File: config.mk
export PLATFORM = sky130hd
export DESIGN_NAME = data_cache_ctrl
export DESIGN_NICKNAME = d
export VERILOG_FILES = /design/src/rtl/data_cache_ctrl_pkg.sv /design/src/rtl/data_cache_ctrl_line_store.sv /design/src/rtl/data_cache_ctrl.sv
export SDC_FILE = /design/constraint.sdc
export NUM_CORES = 1
export LEC_CHECK = 0
export ABC_AREA = 0
export CAP_MARGIN = 20
export CORE_MARGIN = 5
export CORE_UTILIZATION = 52
export DETAILED_ROUTE_END_ITERATION = 10
export PLACE_DENSITY = 0.88
export SYNTH_ARGS = -nofsm -noshare
export SYNTH_HDL_FRONTEND = slang
export SYNTH_SLANG_ARGS = --single-unit
File: constraint.sdc
create_clock -name clk -period 4.7 [get_ports clk]
set_input_delay 0.94 -clock clk [delete_from_list [all_inputs] [get_ports clk]]
set_output_delay 0.94 -clock clk [all_outputs]
set_load 0.02 [all_outputs]
File: src/rtl/data_cache_ctrl_pkg.sv
// Shared constants, FSM state encoding and address helpers for the data cache controller.
// No logic, no latency; no flow control.
// Used by the controller and its line store.
package data_cache_ctrl_pkg;
    localparam int ADDR_W   = 16;
    localparam int WORD_W   = 16;
    localparam int OFFSET_W = 2;
    localparam int LINE_W   = 64;

    typedef enum logic [1:0] {
        ST_IDLE    = 2'd0,
        ST_FILL    = 2'd1,
        ST_WRITE   = 2'd2,
        ST_RESPOND = 2'd3
    } state_e;

    function automatic logic [ADDR_W-1:0] line_base(input logic [ADDR_W-1:0] addr);
        return {addr[ADDR_W-1:OFFSET_W], {OFFSET_W{1'b0}}};
    endfunction
endpackage

File: src/rtl/data_cache_ctrl_line_store.sv
// Direct-mapped valid/tag/data arrays with combinational lookup.
// Lookup is 0 cycles; word write and line fill take effect at the next edge.
// No backpressure: writes and fills are always accepted.
module cache_line_store
    import data_cache_ctrl_pkg::*;
#(
    parameter int NUM_LINES      = 4,
    parameter int WORDS_PER_LINE = 4
) (
    input  logic                             clk,
    input  logic                             reset,
    input  logic [ADDR_W-1:0]                addr,
    output logic                             hit,
    output logic [WORD_W-1:0]                word,
    input  logic                             wr_en,
    input  logic [WORD_W-1:0]                wr_data,
    input  logic                             fill_en,
    input  logic [WORDS_PER_LINE*WORD_W-1:0] fill_line
);
    localparam int IB    = $clog2(NUM_LINES);
    localparam int TAG_W = ADDR_W - OFFSET_W - IB;

    logic [NUM_LINES-1:0] valid_q, valid_d;
    logic [TAG_W-1:0]     tag_q  [NUM_LINES];
    logic [TAG_W-1:0]     tag_d  [NUM_LINES];
    logic [WORD_W-1:0]    data_q [NUM_LINES][WORDS_PER_LINE];
    logic [WORD_W-1:0]    data_d [NUM_LINES][WORDS_PER_LINE];

    logic [IB-1:0]       idx;
    logic [TAG_W-1:0]    tag;
    logic [OFFSET_W-1:0] off;

    assign idx  = addr[OFFSET_W+IB-1:OFFSET_W];
    assign tag  = addr[ADDR_W-1:OFFSET_W+IB];
    assign off  = addr[OFFSET_W-1:0];
    assign hit  = valid_q[idx] && (tag_q[idx] == tag);
    assign word = data_q[idx][off];

    always_comb begin
        valid_d = valid_q;
        tag_d   = tag_q;
        data_d  = data_q;
        if (fill_en) begin
            valid_d[idx] = 1'b1;
            tag_d[idx]   = tag;
            for (int k = 0; k < WORDS_PER_LINE; k++) begin
                data_d[idx][k] = fill_line[k*WORD_W +: WORD_W];
            end
        end else if (wr_en) begin
            data_d[idx][off] = wr_data;
        end
    end

    // Only the valid bits need clearing; stale tags/data are unreachable.
    always_ff @(posedge clk) begin
        if (reset) begin
            valid_q <= '0;
        end else begin
            valid_q <= valid_d;
        end
        tag_q  <= tag_d;
        data_q <= data_d;
    end
endmodule

File: src/rtl/data_cache_ctrl.sv
// Direct-mapped write-through, no-write-allocate data cache controller with hit/miss counters.
// Read hit 0-cycle stall; miss/write stall until mem_ready, then one RESPOND cycle.
// Stalls the datapath via mem_access_done=0; memory requests held until mem_ready.
module data_cache_ctrl
    import data_cache_ctrl_pkg::*;
#(
    parameter int NUM_LINES      = 4,
    parameter int WORDS_PER_LINE = 4
) (
    input  logic              clk,
    input  logic              reset,
    input  logic              cpu_read,
    input  logic              cpu_write,
    input  logic [ADDR_W-1:0] cpu_addr,
    input  logic [WORD_W-1:0] cpu_wdata,
    output logic [WORD_W-1:0] cpu_rdata,
    output logic              is_hit,
    output logic              is_miss,
    output logic              mem_access_done,
    output logic              mem_read,
    output logic              mem_write,
    output logic [ADDR_W-1:0] mem_addr,
    output logic [WORD_W-1:0] mem_wdata,
    input  logic [LINE_W-1:0] mem_rline,
    input  logic              mem_ready,
    output logic [15:0]       hit_count,
    output logic [15:0]       miss_count
);
    state_e            state_q, state_d;
    logic [ADDR_W-1:0] addr_q, addr_d;
    logic [WORD_W-1:0] wdata_q, wdata_d;
    logic              is_rd_q, is_rd_d;
    logic [15:0]       hit_count_q, hit_count_d;
    logic [15:0]       miss_count_q, miss_count_d;

    logic [ADDR_W-1:0] lookup_addr;
    logic              lk_hit;
    logic [WORD_W-1:0] lk_word;
    logic              st_wr_en;
    logic              st_fill_en;

    cache_line_store #(
        .NUM_LINES      (NUM_LINES),
        .WORDS_PER_LINE (WORDS_PER_LINE)
    ) u_store (
        .clk       (clk),
        .reset     (reset),
        .addr      (lookup_addr),
        .hit       (lk_hit),
        .word      (lk_word),
        .wr_en     (st_wr_en),
        .wr_data   (cpu_wdata),
        .fill_en   (st_fill_en),
        .fill_line (mem_rline)
    );

    always_comb begin
        state_d         = state_q;
        addr_d          = addr_q;
        wdata_d         = wdata_q;
        is_rd_d         = is_rd_q;
        hit_count_d     = hit_count_q;
        miss_count_d    = miss_count_q;
        // The live CPU address is only looked up in IDLE; afterwards the latched one is.
        lookup_addr     = (state_q == ST_IDLE) ? cpu_addr : addr_q;
        is_hit          = 1'b0;
        is_miss         = 1'b0;
        mem_access_done = 1'b1;
        mem_read        = 1'b0;
        mem_write       = 1'b0;
        mem_addr        = '0;
        mem_wdata       = '0;
        cpu_rdata       = '0;
        st_wr_en        = 1'b0;
        st_fill_en      = 1'b0;

        case (state_q)
            ST_IDLE: begin
                if (cpu_write) begin
                    is_hit          = lk_hit;
                    is_miss         = !lk_hit;
                    mem_access_done = 1'b0;
                    st_wr_en        = lk_hit;
                    addr_d          = cpu_addr;
                    wdata_d         = cpu_wdata;
                    is_rd_d         = 1'b0;
                    state_d         = ST_WRITE;
                end else if (cpu_read) begin
                    if (lk_hit) begin
                        is_hit    = 1'b1;
                        cpu_rdata = lk_word;
                    end else begin
                        is_miss         = 1'b1;
                        mem_access_done = 1'b0;
                        addr_d          = cpu_addr;
                        is_rd_d         = 1'b1;
                        state_d         = ST_FILL;
                    end
                end
            end
            ST_FILL: begin
                mem_read        = 1'b1;
                mem_addr        = line_base(addr_q);
                mem_access_done = 1'b0;
                if (mem_ready) begin
                    st_fill_en = 1'b1;
                    state_d    = ST_RESPOND;
                end
            end
            ST_WRITE: begin
                mem_write       = 1'b1;
                mem_addr        = addr_q;
                mem_wdata       = wdata_q;
                mem_access_done = 1'b0;
                if (mem_ready) begin
                    state_d = ST_RESPOND;
                end
            end
            default: begin
                if (is_rd_q) begin
                    cpu_rdata = lk_word;
                end
                state_d = ST_IDLE;
            end
        endcase

        if (is_hit) begin
            hit_count_d = hit_count_q + 16'd1;
        end
        if (is_miss) begin
            miss_count_d = miss_count_q + 16'd1;
        end
    end

    always_ff @(posedge clk) begin
        if (reset) begin
            state_q      <= ST_IDLE;
            addr_q       <= '0;
            wdata_q      <= '0;
            is_rd_q      <= 1'b0;
            hit_count_q  <= '0;
            miss_count_q <= '0;
        end else begin
            state_q      <= state_d;
            addr_q       <= addr_d;
            wdata_q      <= wdata_d;
            is_rd_q      <= is_rd_d;
            hit_count_q  <= hit_count_d;
            miss_count_q <= miss_count_d;
        end
    end

    assign hit_count  = hit_count_q;
    assign miss_count = miss_count_q;
endmodule

# After elaboration in Yosys (flattened, before gate mapping)
# Index checks and enable logic that the tools add are counted.
[totals] reg_bits=375 inputBits=101 out_inout_bits=85 elab_cells=128
[classes] add_sub_neg=2 magnitude_cmp=6 eq_ne=7 mux=71 n_bitwise=3 reduce_logical=12
[op_table] cell="256-bit bitwise mux" count=5
[op_table] cell="64-bit demux with 2-bit select" count=5
[op_table] cell="256-bit two-way mux" count=2
[op_table] cell="64-bit two-way mux" count=4
[op_table] cell="16-bit two-way mux" count=13
[op_table] cell="64-bit binary-select mux with 2-bit select" count=1
[op_table] cell="16-bit one-hot mux with 2 select lines" count=2
[op_table] cell="48-bit bitwise mux" count=1
[op_table] cell="48-bit two-way mux" count=1
[op_table] cell="12-bit two-way mux" count=3
[op_table] cell="16-bit by 1-bit adder with 16-bit output, second input constant" count=2
[op_table] cell="16-bit binary-select mux with 2-bit select" count=1
[op_table] cell="16-bit demux with 2-bit select" count=1
[op_table] cell="32-bit two-way mux" count=1
[op_table] cell="12-bit binary-select mux with 2-bit select" count=1
[op_table] cell="12-bit demux with 2-bit select" count=1
[op_table] cell="1-bit two-way mux" count=21
[op_table] cell="12-bit == test" count=1
[op_table] cell="2-bit two-way mux" count=4
[op_table] cell="3-bit >= comparator, second input constant" count=2
[op_table] cell="3-bit by 1-bit < comparator with 1-bit output, second input constant" count=2
[op_table] cell="3-bit != test, second input constant" count=2
[op_table] cell="2-bit NOT with 3-bit output" count=2
[op_table] cell="3-bit AND reduction" count=2
[op_table] cell="other kinds (17)" count=21

# Longest topological paths before layout
[logic_depth] depth_word=13 mapped_depth=15 ltp_nobuf=10

# Cells and area by module
# From an unflattened synthesis, not the netlist that was laid out.
[unflattened] hier_cells=1344 area_unflattened_um2=18064.8
[modules_own_cells] mod="cache_line_store" n_inst=1 cells_each=944 area_each_um2=14690.3 seq_area_each_um2=9208.8
[modules_own_cells] mod="data_cache_ctrl" n_inst=1 cells_each=400 area_each_um2=3374.5 seq_area_each_um2=1341.3

# Least setup slack after synthesis
# Ideal clock, no wire load.
[synth_timing] path_type="in2reg" from="in cpu_addr[2]" to="reg u_store.data_q[64] (netlist name) (enable)" setup_ps=414 arrival_time_ps=4342 required_ps=4286 setup_slack_ps=-57 path_stages=9 n_path_buf=3 path_cell_list="buf_2 -> mux2i_4 -> buf_4 -> mux4_2 -> xnor2_1 -> nor3_1 -> nand4_1 -> clkbuf_1 -> o31ai_1"
[synth_between] elab_chain_len=10 word_cells_on_any_way=12 cone_classes="eq/ne: 1; mux: 8; bitwise: 1; reduce/logical: 2"
[synth_rtl] item="start, declared" line_no="data_cache_ctrl.sv:14" text="input logic [ADDR_W-1:0] cpu_addr,"
[synth_rtl] item="16-bit two-way mux *" line_no="data_cache_ctrl.sv:65" text="lookup_addr = (state_q == ST_IDLE) ? cpu_addr : addr_q;"
[synth_rtl] item="2-bit NOT with 3-bit output (implied by the code)" line_no="data_cache_ctrl_line_store.sv:36" text="assign hit = valid_q[idx] && (tag_q[idx] == tag);"
[synth_rtl] item="12-bit binary-select mux with 2-bit select" line_no="data_cache_ctrl_line_store.sv:36"
[synth_rtl] item="12-bit two-way mux (implied by the code) (2 in a row)" line_no="data_cache_ctrl_line_store.sv:36"
[synth_rtl] item="12-bit == test" line_no="data_cache_ctrl_line_store.sv:36"
[synth_rtl] item="1-bit logical AND *" line_no="data_cache_ctrl_line_store.sv:36"
[synth_rtl] item="1-bit two-way mux *" line_no="data_cache_ctrl.sv:79" text="if (cpu_write) begin"
[synth_rtl] item="1-bit two-way mux *" line_no="data_cache_ctrl.sv:77" text="case (state_q)"
[synth_rtl] item="2-bit nonzero test (no source line) *"
[synth_rtl] item="end signal, assigned" line_no="data_cache_ctrl_line_store.sv:62" text="data_q <= data_d;"
[synth_rtl] item="end, declared" line_no="data_cache_ctrl_line_store.sv:26" text="logic [WORD_W-1:0] data_q [NUM_LINES][WORDS_PER_LINE];"
# Mark *: on every way between the ends. The rest lies on a longest branch, timed or not. The select of a mux whose other input is x is not followed.
# A chain may end at the register's enable or synchronous reset.

# Worst setup path in the final report
[layout_timing] from="reg state_q[0]" to="out cpu_rdata[11]"
[layout_between] elab_chain_len=13 word_cells_on_any_way=25 cone_classes="eq/ne: 3; mux: 17; bitwise: 2; reduce/logical: 3"
[layout_rtl] item="start, declared" line_no="data_cache_ctrl.sv:29" text="state_e state_q, state_d;"
[layout_rtl] item="start signal, assigned" line_no="data_cache_ctrl.sv:144" text="state_q <= state_d;"
[layout_rtl] item="2-bit zero test" line_no="data_cache_ctrl.sv:65, data_cache_ctrl.sv:77"
[layout_rtl] item="16-bit two-way mux" line_no="data_cache_ctrl.sv:65"
[layout_rtl] item="2-bit NOT with 3-bit output (implied by the code)" line_no="data_cache_ctrl_line_store.sv:36, data_cache_ctrl_line_store.sv:37"
[layout_rtl] item="64-bit binary-select mux with 2-bit select" line_no="data_cache_ctrl_line_store.sv:37" text="assign word = data_q[idx][off];"
[layout_rtl] item="64-bit two-way mux (implied by the code) (2 in a row)" line_no="data_cache_ctrl_line_store.sv:37"
[layout_rtl] item="16-bit binary-select mux with 2-bit select" line_no="data_cache_ctrl_line_store.sv:37"
[layout_rtl] item="16-bit two-way mux (implied by the code) (2 in a row)" line_no="data_cache_ctrl_line_store.sv:37"
[layout_rtl] item="16-bit two-way mux" line_no="data_cache_ctrl.sv:89" text="if (lk_hit) begin"
[layout_rtl] item="16-bit two-way mux" line_no="data_cache_ctrl.sv:88" text="end else if (cpu_read) begin"
[layout_rtl] item="16-bit two-way mux" line_no="data_cache_ctrl.sv:79"
[layout_rtl] item="16-bit one-hot mux with 2 select lines *" line_no="data_cache_ctrl.sv:77"
[layout_rtl] item="end, declared" line_no="data_cache_ctrl.sv:16" text="output logic [WORD_W-1:0] cpu_rdata,"
# Marks and branches as above.

==> flow_metrics.env <==
export IMPL_cts_root_buf="clkbuf_16"
export IMPL_viasPerCell=6.76
export IMPL_total_power_mw=11.9
export IMPL_cp_slowest_cell="o41ai_4"
export IMPL_yosysSeqAreaShare_pct=57.0
export IMPL_synth_flop_cell="edfxtp_1"
export IMPL_power_density_nw_per_um2=508
export IMPL_io_buffers=185
export IMPL_core_area_um2=35400
export IMPL_netlist_instances=1360
export IMPL_grt_antenna_before_repair=4
export IMPL_hpwl_um=35400
export IMPL_start_kind="flop"
export IMPL_drtAntennaViolNets=0
export IMPL_finalWorstSetupSlack_ps=-109
export IMPL_swShare_pct=32.5
export IMPL_vdd_ir_drop_worst_mv=0.316
export IMPL_intPower_mw=8.04
export IMPL_cp_arrival_ps=3870
export IMPL_yosys_warnings=0
export IMPL_p_clk_share_pct=28.4
export IMPL_finalHoldViolations=0
export IMPL_clkLatencyLatePin_ps=550
export IMPL_total_leakage_power_nw=8.38
export IMPL_die_h_um=199
export IMPL_p_seq_share_pct=34.0
export IMPL_pre_cts_slack_ps=-790
export IMPL_synth_area_leader_cell="edfxtp_1"
export IMPL_crit_chain="inv_2 -> ha_4 -> buf_4 -> nand3b_1 -> o21ai_4 -> buf_4 -> a2111oi_4 -> buf_4 -> xnor2_1 -> and4_1 -> nand3_2 -> o41ai_4 -> buf_6 -> buf_12 -> and2_4 -> buf_6"
export IMPL_syn_avg_cell_area_um2=13.6
export IMPL_critPathKind="reg2out"
export IMPL_cpMostUsedCell="buf_4"
export IMPL_slew_headroom_pct=42.8
export IMPL_num_vias=14000
export IMPL_crit_fanout=8
export IMPL_gp_congestion=0.867
export IMPL_cts_sinks=375
export IMPL_fp_dieArea_um2=39500
export IMPL_grt_pass1_wl_um=82800
export IMPL_rsz0062_at_grt="yes"
export IMPL_syn_area_um2=18500
export IMPL_violations="negative setup slack"
export IMPL_ys_types=60
export IMPL_synth_fp_nets=1467
export IMPL_htree_levels=2
export IMPL_synth_most_common_cell="edfxtp_1"
export IMPL_final_cells=2073
export IMPL_grt_overflow_total=0
export IMPL_synth_top_area_share_pct=49.3
export IMPL_wl_per_cell_um=26.9
export IMPL_pin_count=186
export IMPL_clk_path_buf_depth=3
export IMPL_synth_top_cells_by_count="edfxtp_1 (304), a22o_1 (256), clkbuf_1 (85)"
export IMPL_p_comb_share_pct=37.6
export IMPL_placed_cells=1983
export IMPL_grt_use_total_pct=27.2
export IMPL_fin_util_pct=66.3
export IMPL_finalCritPeriodShare_pct=102
export IMPL_clk_pin_slew_worst_paths_ps=60
export IMPL_max_stage_delay_ps=390
export IMPL_end_kind="output port"
export IMPL_grt_max_degree=71
export IMPL_post_route_drc_count=0
export IMPL_drtIter0Drc=1770
export IMPL_layout_drive_gt1_share_pct=22.7
export IMPL_finClkSkew_ps=20.0
export IMPL_status="finished with violations"
export IMPL_grt_pass1_vias=13900
export IMPL_p_sw_mw=3.88
export IMPL_required_ps=3760
export IMPL_synth_edf_count=304
export IMPL_cts_tree="yes"
export IMPL_cts_hold_buf=0
export IMPL_setup_violations=16
export IMPL_cts_buffers=39
export IMPL_ys_seq_elements=375
export IMPL_min_path_type="reg2reg"
export IMPL_nNetsFinal=1687
export IMPL_synthTopCellsByArea="edfxtp_1 (49%), a22o_1 (12%), mux4_2 (10%), dfxtp_1 (7.7%), and2_1 (2.3%)"
export IMPL_wirelength_um=55700
export IMPL_max_freq_mhz=208
export IMPL_area_growth_pct=26.6
export IMPL_min_period_ps=4810
export IMPL_drv_slew=0
export IMPL_worstMarginPinSlew_ps=854
export IMPL_die_width_um=199
export IMPL_row_count=69
export IMPL_initial_utilization_pct=52.3
export IMPL_cap_violations=0
export IMPL_drt_first_pass_iters=6
export IMPL_async_flop_share_pct=0
[registers in the layout, summed over array words and instances (netlist names)]
register / cells
state_q: 2
is_rd_q: 1
hit_count: 16
wdata_q: 16
miss_count: 16
u_store.valid_q: 4
addr_q: 16
u_store.data_q: 256
u_store.tag_q: 48
[layout make-up]
cell class | count | area (um^2)
fillers | 2350 | 11900
inverters | 32 | 120
repair buffers | 313 | 3130
diodes | 1 | 2.50
flip-flops and latches | 375 | 10600
clock inverters | 18 | 262
clock buffers | 54 | 1170
multi-input cells | 819 | 7640
well taps | 461 | 577
[final timing paths]
check,startpoint,to,slack [ps],depth (start not counted)
max,state_q[0],cpu_rdata[11],-110,16
max reg2reg,state_q[0],u_store.data_q[57],980,16
min,wdata_q[8],wdata_q[8],450,2
min reg2reg,wdata_q[8],wdata_q[8],450,2
[cells in the final DEF, fill, tap and decap left out, types with 8 or more instances in the layout]
cell type          n
and2_1            52
nand2b_1          43
o31ai_1           10
buf_12            23
clkbuf_16         43
buf_4             95
a21oi_1           36
nand4_1           18
nand3_1            8
inv_1             26
nor2_1            44
and3_1            14
mux2i_1           36
a22o_1           256
edfxtp_1         304
mux4_2            84
o21ai_0            8
xnor2_1           13
and2_4            16
dfxtp_1           69
o31ai_2           16
buf_6             24
clkdlybuf4s50_1  163
nand2_1           55
or4_1              9
[worst max-delay path, delay by kind of cell (launching register included)]
kind | cells | cell delay (ps)
and+or+nand+nor | 4 | 740
AOI/OAI and AO/OA | 3 | 850
buffers and inverters | 7 | 1070
DFF | 1 | 340
adders and majority gates | 1 | 200
xor gates and xnor gates | 1 | 130
[logic make-up after synthesis]
kind of cell	count (synthesis)	share of synthesized area, %
adder cells (fa/ha/maj)	6	0.405
multiplexers	135	13.2
flip-flops	375	57.0
buffers and inverters	166	3.54
AND/OR/NAND/NOR	289	8.65
AO/OA/AOI/OAI	372	16.5
XOR/XNOR	17	0.804
[power groups by stage]
stage	clock network (mW)	logic [mW]	registers, mW
final	3.38	4.48	4.06
after global routing	3.56	4.70	4.07
after global placement	0	3.99	4.10
after CTS	3.40	4.23	4.05
after detailed placement	0	4.12	4.11
after floorplan	0	2.61	4.10
[what timing repair did]
item / CTS / global route
buffers inserted: 4 / 8
resized for setup: 104 / 64
hold endpoints to repair: 0 / 0
cloned: 1 / 1
setup endpoints to repair: 19 / 17
pin swaps: 5 / 11
[routing by layer]
metal / track usage, % / routed length (um) / vias to the layer above
met5: 0 / 42 / -
met4: 8.00 / 1880 / 6
met3: 7.03 / 7040 / 181
met2: 45.7 / 27300 / 1156
met1: 35.2 / 19400 / 6829
li1: - / - / 5847
[through the flow]
step	instance area, um^2	setup TNS, ps	hold slack, ps
after floorplan	18500	-7090	432
after global placement	21600	-12530	440
after detailed placement	21600	-13480	443
after CTS	23100	-3.84	451
after global routing	23500	-3310	478
final	23500	-1260	449
(Power assumes the default switching activity.)
